`config.mk`:
```
export PLATFORM = sky130hd
export DESIGN_NAME = bus_arbiter
export DESIGN_NICKNAME = d
export VERILOG_FILES = /design/src/rtl/bus_arb_pkg.sv /design/src/rtl/bus_arb_timer.sv /design/src/rtl/bus_arbiter.sv
export SDC_FILE = /design/constraint.sdc
export NUM_CORES = 1
export LEC_CHECK = 0
export BUFFER_PORTS_ARGS = -buffer_cell sky130_fd_sc_hd__buf_2
export CAP_MARGIN = 5
export CORE_AREA = 5 5 132 96
export DETAILED_ROUTE_END_ITERATION = 10
export DIE_AREA = 0 0 137 101
export HOLD_SLACK_MARGIN = 0.02
export PLACE_DENSITY = 0.84
export SLEW_MARGIN = 20
export SYNTH_ARGS = -nofsm -noshare
export SYNTH_HDL_FRONTEND = slang
export SYNTH_HIERARCHICAL = 1
export SYNTH_SLANG_ARGS = --single-unit
```
`constraint.sdc`:
```
create_clock -name i_clk -period 3.1 [get_ports i_clk]
set_clock_uncertainty 0.05 [all_clocks]
set_input_delay 0.155 -clock i_clk [delete_from_list [all_inputs] [get_ports i_clk]]
set_output_delay 0.155 -clock i_clk [all_outputs]
set_load 0.1 [all_outputs]
```
`src/rtl/bus_arb_pkg.sv`:
```
// rtl/bus_arb_pkg.sv - shared encodings and defaults for the I-cache/data-memory bus arbiter
`ifndef XLEN
`define XLEN 32
`endif

package bus_arb_pkg;

  localparam int unsigned XLEN = `XLEN;

  localparam int unsigned ARB_TIMEOUT_CYCLES = 64;

  typedef enum logic [1:0] {
    ARB_IDLE    = 2'b00,
    ARB_IC_BUSY = 2'b01,
    ARB_DM_BUSY = 2'b10,
    ARB_RESP    = 2'b11
  } arb_state_e;

  localparam logic GNT_IC = 1'b0;
  localparam logic GNT_DM = 1'b1;

  localparam logic [2:0] IC_F3 = 3'b010;

endpackage

```
`src/rtl/bus_arb_timer.sv`:
```
// rtl/bus_arb_timer.sv - 16-bit transaction watchdog; expires on the TIMEOUT_CYCLES-th enabled cycle
module bus_arb_timer #(
  parameter int unsigned TIMEOUT_CYCLES = 64
) (
  input  logic i_clk,
  input  logic i_rst,
  input  logic i_clr,
  input  logic i_en,
  output logic o_expired
);

  logic [15:0] cnt_q, cnt_d;

  always_comb begin
    cnt_d = cnt_q;
    if (i_clr) begin
      cnt_d = '0;
    end else if (i_en) begin
      cnt_d = cnt_q + 16'd1;
    end
  end

  always_ff @(posedge i_clk) begin
    if (!i_rst) begin
      cnt_q <= '0;
    end else begin
      cnt_q <= cnt_d;
    end
  end

  assign o_expired = i_en && (cnt_q == 16'(TIMEOUT_CYCLES - 1));

endmodule

```
`src/rtl/bus_arbiter.sv`:
```
// rtl/bus_arbiter.sv - single-outstanding arbiter between I-cache refill and data memory on one bus
// Define BUS_ARB_RR_EN for round-robin on ties; otherwise DM wins every tie.
module bus_arbiter
  import bus_arb_pkg::*;
#(
  parameter int unsigned TIMEOUT_CYCLES = ARB_TIMEOUT_CYCLES
) (
  input  logic            i_clk,
  input  logic            i_rst,
  input  logic            i_ic_req,
  input  logic [XLEN-1:0] i_ic_addr,
  output logic [XLEN-1:0] o_ic_data,
  output logic            o_ic_ready,
  output logic            o_ic_err,
  input  logic            i_dm_wen,
  input  logic            i_dm_ren,
  input  logic [XLEN-1:0] i_dm_addr,
  input  logic [XLEN-1:0] i_dm_wd,
  input  logic [2:0]      i_dm_f3,
  output logic [XLEN-1:0] o_dm_rdata,
  output logic            o_dm_ready,
  output logic            o_dm_err,
  output logic [XLEN-1:0] o_mem_addr,
  output logic [XLEN-1:0] o_mem_wd,
  output logic [2:0]      o_mem_f3,
  output logic            o_mem_wen,
  output logic            o_mem_ren,
  input  logic            i_mem_ready,
  input  logic [XLEN-1:0] i_mem_rdata
);

  arb_state_e      state_q, state_d;
  logic [XLEN-1:0] addr_q, addr_d;
  logic [XLEN-1:0] wd_q, wd_d;
  logic [XLEN-1:0] data_q, data_d;
  logic [2:0]      f3_q, f3_d;
  logic            wen_q, wen_d;
  logic            ren_q, ren_d;
  logic            ic_ready_q, ic_ready_d;
  logic            dm_ready_q, dm_ready_d;
  logic            err_q, err_d;
  logic            dm_req;
  logic            grant_dm;
  logic            tmr_clr;
  logic            tmr_en;
  logic            tmr_expired;
`ifdef BUS_ARB_RR_EN
  logic            last_q, last_d;
`endif

  bus_arb_timer #(
    .TIMEOUT_CYCLES(TIMEOUT_CYCLES)
  ) u_timer (
    .i_clk    (i_clk),
    .i_rst    (i_rst),
    .i_clr    (tmr_clr),
    .i_en     (tmr_en),
    .o_expired(tmr_expired)
  );

  assign dm_req = i_dm_wen | i_dm_ren;

`ifdef BUS_ARB_RR_EN
  assign grant_dm = dm_req & (~i_ic_req | (last_q == GNT_IC));
`else
  assign grant_dm = dm_req;
`endif

  always_comb begin
    state_d    = state_q;
    addr_d     = addr_q;
    wd_d       = wd_q;
    f3_d       = f3_q;
    wen_d      = wen_q;
    ren_d      = ren_q;
    data_d     = data_q;
    ic_ready_d = 1'b0;
    dm_ready_d = 1'b0;
    err_d      = 1'b0;
    tmr_clr    = 1'b0;
    tmr_en     = 1'b0;
`ifdef BUS_ARB_RR_EN
    last_d     = last_q;
`endif
    case (state_q)
      ARB_IDLE: begin
        if (i_ic_req || dm_req) begin
          tmr_clr = 1'b1;
`ifdef BUS_ARB_RR_EN
          last_d  = grant_dm ? GNT_DM : GNT_IC;
`endif
          if (grant_dm) begin
            state_d = ARB_DM_BUSY;
            addr_d  = i_dm_addr;
            wd_d    = i_dm_wd;
            f3_d    = i_dm_f3;
            wen_d   = i_dm_wen;
            // A combined write/read request is issued as a write only.
            ren_d   = i_dm_ren & ~i_dm_wen;
          end else begin
            state_d = ARB_IC_BUSY;
            addr_d  = i_ic_addr;
            wd_d    = '0;
            f3_d    = IC_F3;
            wen_d   = 1'b0;
            ren_d   = 1'b1;
          end
        end
      end
      ARB_IC_BUSY, ARB_DM_BUSY: begin
        tmr_en = 1'b1;
        if (i_mem_ready || tmr_expired) begin
          state_d    = ARB_RESP;
          wen_d      = 1'b0;
          ren_d      = 1'b0;
          ic_ready_d = (state_q == ARB_IC_BUSY);
          dm_ready_d = (state_q == ARB_DM_BUSY);
          // Memory answering on the expiry cycle still counts as success.
          err_d      = ~i_mem_ready;
          data_d     = i_mem_ready ? i_mem_rdata : '0;
        end
      end
      ARB_RESP: begin
        state_d = ARB_IDLE;
      end
      default: begin
        state_d = ARB_IDLE;
      end
    endcase
  end

  always_ff @(posedge i_clk) begin
    if (!i_rst) begin
      state_q    <= ARB_IDLE;
      addr_q     <= '0;
      wd_q       <= '0;
      f3_q       <= '0;
      wen_q      <= 1'b0;
      ren_q      <= 1'b0;
      data_q     <= '0;
      ic_ready_q <= 1'b0;
      dm_ready_q <= 1'b0;
      err_q      <= 1'b0;
`ifdef BUS_ARB_RR_EN
      last_q     <= GNT_IC;
`endif
    end else begin
      state_q    <= state_d;
      addr_q     <= addr_d;
      wd_q       <= wd_d;
      f3_q       <= f3_d;
      wen_q      <= wen_d;
      ren_q      <= ren_d;
      data_q     <= data_d;
      ic_ready_q <= ic_ready_d;
      dm_ready_q <= dm_ready_d;
      err_q      <= err_d;
`ifdef BUS_ARB_RR_EN
      last_q     <= last_d;
`endif
    end
  end

  assign o_mem_addr = addr_q;
  assign o_mem_wd   = wd_q;
  assign o_mem_f3   = f3_q;
  assign o_mem_wen  = wen_q;
  assign o_mem_ren  = ren_q;

  assign o_ic_ready = ic_ready_q;
  assign o_ic_err   = ic_ready_q & err_q;
  assign o_ic_data  = ic_ready_q ? data_q : '0;
  assign o_dm_ready = dm_ready_q;
  assign o_dm_err   = dm_ready_q & err_q;
  assign o_dm_rdata = dm_ready_q ? data_q : '0;

endmodule

```
==> key figures <==
Setup path
  • Worst r2r path cells: 8
  • RR Startpoint: state_q[0]$_SDFFE_PN0P_
  • WS Path Type: flip-flop to flip-flop
  • Critical Path AT: about 2900 ps
  • Startpoint Class: flip-flop
  • Worst-path fanout max: between 40 and 50
  • Worst Setup SP: state_q[0]$_SDFFE_PN0P_
  • Setup crit end kind: flip-flop
  • Crit path required time: around 3400 ps
  • Worst R2R Setup Slack: ~480 ps

Yosys
  • Unique masters post-synth: 38
  • Dominant cell type by area after synthesis: dfxtp_1
  • Syn_area_per_cell: 8.89 um^2
  • Register area share after synthesis: 45.1%
  • Seq cells post-synth: 122
  • Synth Net Count: 752
  • Area contributors post-synth: dfxtp_1, a22oi_1, a311oi_2
  • Yosys warning count: 6
  • Synth Instances: 610
  • Post-Syn Area: roughly 5400 um^2
  • Share of the synthesized area in the top cell type: 45.1%

Placement
  • Post-DP HPWL: between 10 and 15 mm
  • # port buffers: 273
  • GP Congestion: approximately 0.81

Timing
  • RSZ-0062 raised after global routing: no
  • Fin crit period: 2620 ps
  • Fin crit share: 84.4%
  • Fin Setup TNS: 0 ps
  • Slew Limit Headroom: between 30 and 40%
  • FMAX: roughly 0.38 GHz
  • Count of final setup violators: 0
  • Least-Margin Pin Slew: 932 ps
  • Final Max Slew Viols: 0
  • Final hold vios: 0

Route
  • Remaining antenna violation count after routing: 0
  • 1st-pass router iterations: 7
  • 1st-iter DRT viols: around 320
  • Via Count: 6087
  • Residual DRC count: 0
  • DR WL/cell: 16.7 um
  • Vias/cell: 5.27
  • WL final: 19.3 mm

GRT
  • Largest net degree at the start of global routing: 45
  • Initial antenna violation count: 0
  • Grt ovf: 0
  • Vias in the first global route: 5925
  • Gr usage total: 26.9%
  • First-pass GRT wire length: ~29 mm

Floorplanning
  • Io pins: 274
  • Chip height: 101 um
  • Die ar.: 13800 um^2
  • # rows: 33
  • Die W: approximately 140 um
  • Core area: roughly 11000 um^2
  • Starting Density: 47.7%

Power and ir drop
  • Total power: 8.55 mW
  • Worst IR drop on VDD: just over 900 uV
  • Leak Pwr: around 4 nW
  • PD cells: 989 nW/um^2

Hold path
  • Hold crit path type: input pin to flip-flop
  • Hold depth: 3
  • HP Start: i_dm_addr[21]

Clocking
  • Total CTS buffers: 17
  • TritonCTS clock tree: built
  • Reg clk slew, reported paths: 50 ps
  • Root buffer cell: clkbuf_16
  • H-tree depth: 4
  • CTS sink cnt: around 120
  • Clk Latency, worst-skew pair: between 400 and 500 ps
  • Deepest clock path buffer count: 2
  • Number of gates resized after CTS: 0

Final layout
  • Area Growth Syn to Fin: 59.5%
  • Util after Layout: 76.1%
  • Fin nets: around 1100
  • Share of cells above drive strength 1: between 30% and 40%
  • FILL cells: 704
  • Antenna Cells: 0

Status
  • Status: finished clean

Flow run
  • Max cap viols: 0
-- registers in the layout, summed over array words and instances, names as in the netlist --
name and flops:
u_timer/cnt_q 16, o_ic_ready 1, o_mem_wen 1, err_q 1, data_q 32, o_dm_ready 1, o_mem_addr 32, o_mem_ren 1
state_q 2, o_mem_f3 3, o_mem_wd 32
-- cell usage in the layout, fill, tap and decap left out, drive strengths merged, types with 2 or more instances in the layout --
cell	count
buf	282
dlygate4sd3	128
dfxtp	122
nor2	115
and2	67
a22oi	66
nand2	41
o21ai	37
a311oi	32
clkbuf	17
inv	9
clkinv	6
a21oi	6
clkinvlp	6
nand4	6
ha	5
xor2	5
xnor2	5
nor3	4
nor3b	4
or4	4
nand3	4
and3	4
o31ai	4
nor4	3
mux2i	3
or3	3
o21a	2
nor2b	2
and4	2
-- layer usage --
metal / vias up / global-route usage, % / part of all wire (%)
li1: 2896 / - / -
met1: 2822 / 29.6 / 38
met2: 317 / 47.6 / 50
met3: 52 / 9.38 / 9.6
met4: 0 / 10.7 / 2.9
met5: - / 0 / 0
-- per-stage QoR --
step	std cells	cell area, um^2	hold slack, ps	worst slack [ps]
final	1155	8640	28.6	483
after global routing	1155	8640	29.0	295
after global placement	995	6810	338	798
after detailed placement	995	6810	348	731
after CTS	1154	8630	20.9	560
after floorplan	610	5420	184	862
-- critical path, cell delays in order, from the launching register on --
cell	delay (ps)
dfxtp_1	310
inv_1	120
ha_1	290
o31ai_4	120
inv_2	400
buf_12	300
nor2_1	60
a311oi_1	280
dlygate4sd3_1	600
-- cell type report --
type	instances	area, um^2	area share, %
timing repair buffer	410	2730	31.6
clock inverter	15	126	1.46
multi-input combinational	427	2700	31.2
sequential	122	2440	28.3
inverter	7	27.5	0.318
tap	157	196	2.27
clock buffer	17	425	4.92
-- where the power goes --
group	switching, mW	internal, mW	leakage, nW
Combinational	3.38	1.10	2.76
Clock	0.727	1.10	0.258
Sequential	0.263	1.97	1.00
-- Yosys cell counts (all sizes together) --
library cell and n:
a21oi 6, a22oi 66, a311oi 32, and2 67
and3 4, and4 2, buf 17, clkbuf 37
dfxtp 122, ha 5, inv 7, mux2i 3
nand2 41, nand2b 1, nand3 4, nand3b 1
nand4 6, nor2 115, nor2b 2, nor3 4
nor3b 4, nor4 3, nor4b 1, o21a 2
o21ai 37, o31ai 4, or3 3, or4 4
xnor2 5, xor2 5
-- logic make-up after synthesis --
group,count (synthesis),synth area share [%]
AOI/OAI and AO/OA,147,22.7
xor gates and xnor gates,10,1.62
adders and majority gates,5,1.15
buffers and inverters,61,5.29
DFF,122,45.1
muxes,3,0.554
and+or+nand+nor,262,23.6
-- what timing repair did --
action | CTS | global route
buffers inserted | 0 | 0
hold buffers | 127 | 1
hold endpoints to repair | 103 | 1
-- path summary, 6_finish.rpt --
path                                 end
min reg2reg       o_mem_wen$_SDFFE_PN0P_
max reg2reg   o_mem_addr[2]$_SDFFE_PN0P_
max           o_mem_addr[2]$_SDFFE_PN0P_
min          o_mem_addr[21]$_SDFFE_PN0P_
No activity file was read; power rests on OpenSTA's default activity.
